==> src/rtl/poller_pkg.sv <==
// Shared types and default constants for the serial game-pad poller.
package poller_pkg;

   typedef enum logic [2:0] {
      StIdle,
      StLatch,
      StLow,
      StHigh,
      StDone
   } poller_state_t;

   localparam int unsigned DEF_N_BITS       = 8;
   localparam int unsigned DEF_N_PADS       = 2;
   localparam int unsigned DEF_LATCH_CYCLES = 120;
   localparam int unsigned DEF_HALF_PERIOD  = 60;

   function automatic int unsigned max_u(input int unsigned a, input int unsigned b);
      return (a > b) ? a : b;
   endfunction

endpackage

==> src/rtl/pad_shift_channel.sv <==
// One pad's receive channel: optional synchroniser (POLLER_SYNC_EN), inversion to
// active-high and an LSB-first shift register filled one serial bit per sample_en.
module pad_shift_channel
   import poller_pkg::*;
#(
   parameter int unsigned N_BITS = DEF_N_BITS
) (
   input  logic              clk_10MHz,
   input  logic              reset,
   input  logic              serial_in,
   input  logic              sample_en,
   input  logic              clear,
   output logic [N_BITS-1:0] word
);

   logic data_s;

`ifdef POLLER_SYNC_EN
   logic [1:0] sync_q;
   logic [1:0] sync_d;

   always_comb begin
      sync_d = {sync_q[0], serial_in};
   end

   // Resets to the released level so a reset never looks like a press.
   always_ff @(posedge clk_10MHz or posedge reset) begin
      if (reset) begin
         sync_q <= 2'b11;
      end else begin
         sync_q <= sync_d;
      end
   end

   assign data_s = sync_q[1];
`else
   assign data_s = serial_in;
`endif

   logic [N_BITS-1:0] word_q;
   logic [N_BITS-1:0] word_d;

   // New bits enter at the top; after N_BITS samples the first bit sits at bit 0.
   always_comb begin
      word_d = word_q;
      if (clear) begin
         word_d = '0;
      end else if (sample_en) begin
         word_d             = word_q >> 1;
         word_d[N_BITS-1]   = ~data_s;
      end
   end

   always_ff @(posedge clk_10MHz or posedge reset) begin
      if (reset) begin
         word_q <= '0;
      end else begin
         word_q <= word_d;
      end
   end

   assign word = word_q;

endmodule

==> src/rtl/nes_pad_poller.sv <==
// Polls N_PADS serial game pads in parallel: latch pulse, N_BITS shift clocks, then an
// atomic update of all button words with a one-cycle valid strobe.
module nes_pad_poller
   import poller_pkg::*;
#(
   parameter int unsigned N_BITS       = DEF_N_BITS,
   parameter int unsigned N_PADS       = DEF_N_PADS,
   parameter int unsigned LATCH_CYCLES = DEF_LATCH_CYCLES,
   parameter int unsigned HALF_PERIOD  = DEF_HALF_PERIOD
) (
   input  logic                       clk_10MHz,
   input  logic                       reset,
   input  logic                       start,
   input  logic [N_PADS-1:0]          pad_data,
   output logic                       latch,
   output logic                       pad_clk,
   output logic [N_PADS*N_BITS-1:0]   buttons,
   output logic                       valid,
   output logic                       busy
);

   localparam int unsigned PhaseMax = max_u(max_u(LATCH_CYCLES, HALF_PERIOD), 2);
   localparam int unsigned PW       = $clog2(PhaseMax);
   localparam int unsigned BW       = $clog2(N_BITS + 1);

   localparam logic [PW-1:0] LatchLast = PW'(LATCH_CYCLES - 1);
   localparam logic [PW-1:0] HalfLast  = PW'(HALF_PERIOD - 1);
   localparam logic [BW-1:0] BitsAll   = BW'(N_BITS);

   poller_state_t state_q, state_d;
   logic [PW-1:0] phase_q, phase_d;
   logic [BW-1:0] bit_q, bit_d;
   logic [BW-1:0] bit_next;

   logic                     latch_q, latch_d;
   logic                     pad_clk_q, pad_clk_d;
   logic                     valid_q, valid_d;
   logic                     busy_q, busy_d;
   logic [N_PADS*N_BITS-1:0] buttons_q, buttons_d;

   logic                     sample_en;
   logic                     chan_clear;
   logic [N_PADS*N_BITS-1:0] words;

   for (genvar p = 0; p < N_PADS; p++) begin : g_chan
      pad_shift_channel #(
         .N_BITS (N_BITS)
      ) u_chan (
         .clk_10MHz (clk_10MHz),
         .reset     (reset),
         .serial_in (pad_data[p]),
         .sample_en (sample_en),
         .clear     (chan_clear),
         .word      (words[p*N_BITS +: N_BITS])
      );
   end

   always_comb begin
      state_d    = state_q;
      phase_d    = phase_q;
      bit_d      = bit_q;
      bit_next   = bit_q + 1'b1;
      sample_en  = 1'b0;
      chan_clear = 1'b0;

      unique case (state_q)
         StIdle: begin
            if (start) begin
               state_d    = StLatch;
               phase_d    = '0;
               bit_d      = '0;
               chan_clear = 1'b1;
            end
         end
         StLatch: begin
            if (phase_q == LatchLast) begin
               state_d = StLow;
               phase_d = '0;
               bit_d   = '0;
            end else begin
               phase_d = phase_q + 1'b1;
            end
         end
         StLow: begin
            // Sample on the last low cycle, just before the rising edge shifts the pads.
            if (phase_q == HalfLast) begin
               state_d   = StHigh;
               phase_d   = '0;
               sample_en = 1'b1;
            end else begin
               phase_d = phase_q + 1'b1;
            end
         end
         StHigh: begin
            if (phase_q == HalfLast) begin
               phase_d = '0;
               bit_d   = bit_next;
               state_d = (bit_next == BitsAll) ? StDone : StLow;
            end else begin
               phase_d = phase_q + 1'b1;
            end
         end
         StDone: begin
            state_d = StIdle;
         end
         default: begin
            state_d = StIdle;
         end
      endcase

      // Outputs are registered copies of the current state, so they trail it by a cycle.
      latch_d   = (state_q == StLatch);
      pad_clk_d = (state_q != StLow);
      valid_d   = (state_q == StDone);
      busy_d    = (state_q != StIdle);
      buttons_d = (state_q == StDone) ? words : buttons_q;
   end

   always_ff @(posedge clk_10MHz or posedge reset) begin
      if (reset) begin
         state_q   <= StIdle;
         phase_q   <= '0;
         bit_q     <= '0;
         latch_q   <= 1'b0;
         pad_clk_q <= 1'b1;
         valid_q   <= 1'b0;
         busy_q    <= 1'b0;
         buttons_q <= '0;
      end else begin
         state_q   <= state_d;
         phase_q   <= phase_d;
         bit_q     <= bit_d;
         latch_q   <= latch_d;
         pad_clk_q <= pad_clk_d;
         valid_q   <= valid_d;
         busy_q    <= busy_d;
         buttons_q <= buttons_d;
      end
   end

   assign latch   = latch_q;
   assign pad_clk = pad_clk_q;
   assign valid   = valid_q;
   assign busy    = busy_q;
   assign buttons = buttons_q;

endmodule
==> config.mk <==
export PLATFORM = sky130hd
export DESIGN_NAME = nes_pad_poller
export DESIGN_NICKNAME = d
export VERILOG_FILES = /design/src/rtl/poller_pkg.sv /design/src/rtl/pad_shift_channel.sv /design/src/rtl/nes_pad_poller.sv
export SDC_FILE = /design/constraint.sdc
export NUM_CORES = 1
export LEC_CHECK = 0
export BUFFER_PORTS_ARGS = -buffer_cell sky130_fd_sc_hd__buf_2
export CAP_MARGIN = 10
export CORE_MARGIN = 4
export CORE_UTILIZATION = 30
export DETAILED_ROUTE_END_ITERATION = 10
export SLEW_MARGIN = 20
export SYNTH_ARGS = -nofsm -noshare
export SYNTH_HDL_FRONTEND = slang
export SYNTH_SLANG_ARGS = --single-unit
==> constraint.sdc <==
create_clock -name clk_10MHz -period 1.7 [get_ports clk_10MHz]
set_input_delay 0.085 -clock clk_10MHz [delete_from_list [all_inputs] [get_ports clk_10MHz]]
set_output_delay 0.085 -clock clk_10MHz [all_outputs]
set_load 0.01 [all_outputs]
== Yosys cells after proc, flatten, opt, wreduce, memory -nomap -nowiden ==
Cells that the tools add are included.
Word-level totals
  register bits after elaboration: 50
  logic and storage cells: 57
  output and inout bits: 20
  input port bits: 5
Operators by class
  bitwise logic cells: 2
  multiplexer cells: 22
  $add $sub $neg: 2
  eq/ne operators: 12
  reduce and logical (&&, ||, !) cells: 9
Operator list (number)
  8-bit two-way mux: 4
  7-bit two-way mux: 3
  7-bit case mux with 3 select lines: 1
  3-bit two-way mux: 5
  4-bit two-way mux: 3
  3-bit case mux with 4 select lines: 1
  4-bit case mux with 3 select lines: 1
  3-bit nonzero test: 3
  4-bit AND reduction: 2
  7-bit by 1-bit adder with 7-bit output (second input constant): 1
  7-bit by 6-bit equality test with 1-bit output (second input constant): 1
  7-bit equality test (second input constant): 1
  3-bit by 2-bit equality test with 1-bit output (second input constant): 2
  2-bit != test (second input constant): 3
  4-bit by 1-bit adder with 4-bit output (second input constant): 1
  4-bit equality test (second input constant): 1
  1-bit two-way mux: 4
  3-bit by 1-bit equality test with 1-bit output (second input constant): 1
  3-bit equality test (second input constant): 1
  3-bit zero test: 1
  3-bit by 2-bit != test with 1-bit output (second input constant): 1
  2-bit by 1-bit != test with 1-bit output (second input constant): 1
  1-bit NOT: 2
  2-bit AND reduction: 1
  2 further kinds: 2

== Longest topological paths before layout ==
  depth in word-level cells: 5
  gate-level depth with buffers: 8
  depth with buffers taken out: 5

== Cells and area by module ==
Synthesis repeated with hierarchy kept, for this count alone.
Unflattened totals
  cell total of the unflattened synthesis: 198
  area, all modules: 2359.8 µm²
By module, submodules not included
  nes_pad_poller: sequential area each 852.1 µm², instances 1, cells each 144, area each 1691.6 µm²
  pad_shift_channel: sequential area each 200.2 µm², instances 2, cells each 27, area each 334.1 µm²

== Worst setup path before layout ==
No wires, ideal clock.
  path kind: register -> register
  start point: register state_q[0]
  end point: register buttons_q[0] (netlist: buttons[0])
  cell stages (with the launch flop): 6
  arrival: 1477 ps
  setup slack: 98 ps
  data required time: 1575 ps
  period minus slack after synthesis: 1602 ps
  setup time: 125 ps
  path buffers: 2
  path through: dfrtp_1 > or2_1 > buf_6 > nor2_4 > buf_4 > mux2_2
Between the ends
  word-level cells in the longest chain between the ends: 1
Ends and longest elaborated chain
  start: declaration: line nes_pad_poller.sv:30  | poller_state_t state_q, state_d;
  start signal: assignment: line nes_pad_poller.sv:121  | state_q <= StIdle;
  start signal: assignment: line nes_pad_poller.sv:130  | state_q <= state_d;
  3-bit equality test
  net valid_d: line nes_pad_poller.sv:37  | logic valid_q, valid_d;
  end signal: assignment: line nes_pad_poller.sv:137  | buttons_q <= buttons_d;
  end: declaration: line nes_pad_poller.sv:39  | logic [N_PADS*N_BITS-1:0] buttons_q, buttons_d;
The timed path passes the listed nets, and every way through them passes these cells.
A chain may end at the register's enable or synchronous reset.

== Worst setup path after layout ==
  start point: register state_q[1]
  end point: register buttons_q[11] (netlist: buttons[11])
Between the ends
  word-level cells in the longest chain between the ends: 1
Ends and longest elaborated chain
  3-bit equality test: line nes_pad_poller.sv:116  | buttons_d = (state_q == StDone) ? words : buttons_q;
Every way passes these cells.

==> results.sh <==
export IMPL_outcome="completed"
export IMPL_path_class="flop to flop"
export IMPL_grt_pass1_wl_mm=7.44
export IMPL_finalPower_mw=2.08
export IMPL_grtUsageTotal_pct=10.8
export IMPL_cts_buffer_depth=2
export IMPL_post_cts_setup_buffer_count=0
export IMPL_cts_buffers=5
export IMPL_worst_setup_path_end_kind="flop"
export IMPL_die_area_um2=8650
export IMPL_drc_errors=0
export IMPL_vias=1548
export IMPL_port_buffers=24
export IMPL_start_kind="flop"
export IMPL_ys_seq_area_share_pct=57.8
export IMPL_chipWidth_um=93.0
export IMPL_dp_final_hpwl_mm=3.06
export IMPL_power_density_nw_per_um2=788
export IMPL_syn2layout_area_growth_pct=21.6
export IMPL_setup_viol=0
export IMPL_yosysTopAreaCellShare_pct=56.5
export IMPL_tightestPinTransition_ps=595
export IMPL_row_count=30
export IMPL_fin_setup_tns_ps=0
export IMPL_die_h_um=93.0
export IMPL_cts_tree="built"
export IMPL_p_int_mw=1.64
export IMPL_power_frac_comb_pct=2.0
export IMPL_switching_share_pct=20.8
export IMPL_synthFlopType="dfrtp_1"
export IMPL_yosysUniqueCellTypes=41
export IMPL_synthArstFlopShare_pct=100
export IMPL_synth_most_common_cell="dfrtp_1"
export IMPL_gr_total_overflow=0
export IMPL_vdd_drop_max_uv=298
export IMPL_max_stage_delay_ps=470
export IMPL_totalWireLength_mm=4.18
export IMPL_synth_commonest_cells="dfrtp_1, nand2_1, nand3_1, mux2_2, inv_1"
export IMPL_synth_avg_cell_area_um2=11.1
export IMPL_synth_edf_count=0
export IMPL_initial_core_util_pct=31.4
export IMPL_grt_max_degree=29
export IMPL_drt_iter0_markers=35
export IMPL_syn_nets=202
export IMPL_dpl_cell_count=323
export IMPL_synth_area_leaders="dfrtp_1, mux2_2, nand2_1"
export IMPL_ant_nets=0
export IMPL_syn_area_um2=2170
export IMPL_insertion_delay_ps=300
export IMPL_clkTransAtPathRegs_ps=90
export IMPL_synth_top_cell_by_area="dfrtp_1"
export IMPL_rsz0062_at_grt="no"
export IMPL_cts_sinks=50
export IMPL_vias_per_cell=4.63
export IMPL_htree_levels=2
export IMPL_cp_max_fo=17
export IMPL_min_delay_path_class="input port to flop"
export IMPL_finalMaxSlewViolations=0
export IMPL_first_global_vias=1549
export IMPL_slowest_stage="dfrtp_1"
export IMPL_fin_crit_ps=1570
export IMPL_seqPwrFrac_pct=57.4
export IMPL_core_um2=6910
export IMPL_fin_skew_ps=9.02
export IMPL_final_cells=334
export IMPL_ioPinCount=25
export IMPL_fin_nets=244
export IMPL_wire_per_inst_um=12.5
export IMPL_path_cells="or2_1, nor2_4, buf_12, mux2_2"
export IMPL_antenna_found_initial=0
export IMPL_firstDrtPassIters=4
export IMPL_period_share_pct=92.2
export IMPL_ys_ff_latch=50
export IMPL_cellLeakagePower_nw=1.27
export IMPL_maxSlewHeadroom_pct=60.2
export IMPL_synth_warnings=0
export IMPL_required_ps=1890
export IMPL_clock_power_share_pct=40.6
export IMPL_n_antenna_cell=0
export IMPL_gp_congestion=0.775
export IMPL_cts_root_buf="clkbuf_8"
export IMPL_netlist_instances=195
export IMPL_layout_drive_gt1_share_pct=32.4
export IMPL_max_cap_violations=0
export IMPL_fmax_mhz=638
export IMPL_switchingPower_mw=0.432
export IMPL_arrival_ps=1760
export IMPL_final_hold_viol_count=0
-- area by class of cell --
| cell class | count | area [um2] |
|---|---|---|
| repair buffers | 42 | 275 |
| clock buffers | 5 | 68.8 |
| multi-input cells | 130 | 846 |
| flip-flops and latches | 50 | 1250 |
| well taps | 96 | 120 |
| inverters | 8 | 30.0 |
| fillers | 715 | 4270 |
| clock inverters | 3 | 43.8 |
-- worst max-delay path, delay by kind of cell, from the launching register on --
family / cells / cell delay (ps)
multiplexers: 1 / 340
buffers and inverters: 1 / 160
flip-flops: 1 / 470
AND/OR/NAND/NOR: 2 / 470
-- cells in the final DEF, fill, tap and decap left out, types with 2 or more instances in the layout --
cell type      count
dfrtp_1           49
o21ai_4            2
and3_2             2
nor2_1             2
o311ai_1           3
nand2_1           44
clkbuf_8           5
a21oi_1            5
nor3b_1            4
o21ai_0            3
nor4_1             2
o21ai_1            2
mux2_2            17
buf_4             14
ha_1               2
a211o_1            2
inv_2              2
dlygate4sd3_1      3
nand3_1           18
inv_1              6
nand4_1            3
buf_2             24
and4bb_2           2
-- logic make-up (layout without fill, tap and decap cells) --
family	count (synthesis)	in the layout	synth area share, %
and+or+nand+nor	86	86	19.8
muxes	17	17	8.83
xor gates and xnor gates	1	1	0.404
buffers and inverters	15	58	3.35
adders and majority gates	2	2	1.15
DFF	50	50	57.8
AOI/OAI and AO/OA	24	24	8.71
-- layer usage --
layer | GRT usage, % | wire length [um]
met2 | 18.1 | 2040
met1 | 13.2 | 1920
met3 | 2.98 | 154
met5 | 0 | 0
met4 | 4.03 | 67
-- final timing paths --
path,from,to,slack [ps],depth (start not counted)
worst max-delay path,state_q[1]$_DFFE_PP0P_,buttons[11]$_DFFE_PP0P_,130,4
worst min-delay path,start,g_chan[1].u_chan.word[3]$_DFFE_PP0P_,220,3
worst max register to register,state_q[1]$_DFFE_PP0P_,buttons[11]$_DFFE_PP0P_,130,4
worst min register to register,g_chan[0].u_chan.word[5]$_DFFE_PP0P_,g_chan[0].u_chan.word[4]$_DFFE_PP0P_,490,2
max in group asynchronous,reset,g_chan[0].u_chan.word[5]$_DFFE_PP0P_,700,4
min in group asynchronous,reset,buttons[13]$_DFFE_PP0P_,390,3
-- power groups by stage --
stage / Clock (mW) / Combinational (mW) / Sequential (mW)
finish: 0.843 / 0.0406 / 1.19
global route: 0.933 / 0.0476 / 1.19
CTS: 0.878 / 0.0431 / 1.19
detailed placement: 0 / 0.0379 / 1.22
global placement: 0 / 0.0371 / 1.22
floorplan: 0 / 0.0194 / 1.22
-- sequential cells by signal, indices dropped and copies added, names as in the netlist --
register,flops
buttons,16
latch,1
valid,1
bit_q,4
state_q,3
pad_clk,1
phase_q,7
g_chan.u_chan.word,16
busy,1
-- what timing repair did --
item | in CTS | in global routing
endpoints found under the setup margin | 0 | 12
hold endpoints to repair | 27 | 0
hold buffers | 3 | 0
gates resized for setup | 0 | 2
-- metrics by stage --
stage               utilization [%]  setup slack, ps  instance area [um2]  hold WS (ps)
floorplan                         -             98.5                 2170           180
global placement               36.1              128                 2490           180
detailed placement             36.1             66.7                 2490           189
CTS                            38.1             55.8                 2630           213
global route                   38.2             5.38                 2640           232
finish                         38.2              132                 2640           219
Power figures use the tool's default switching activity.
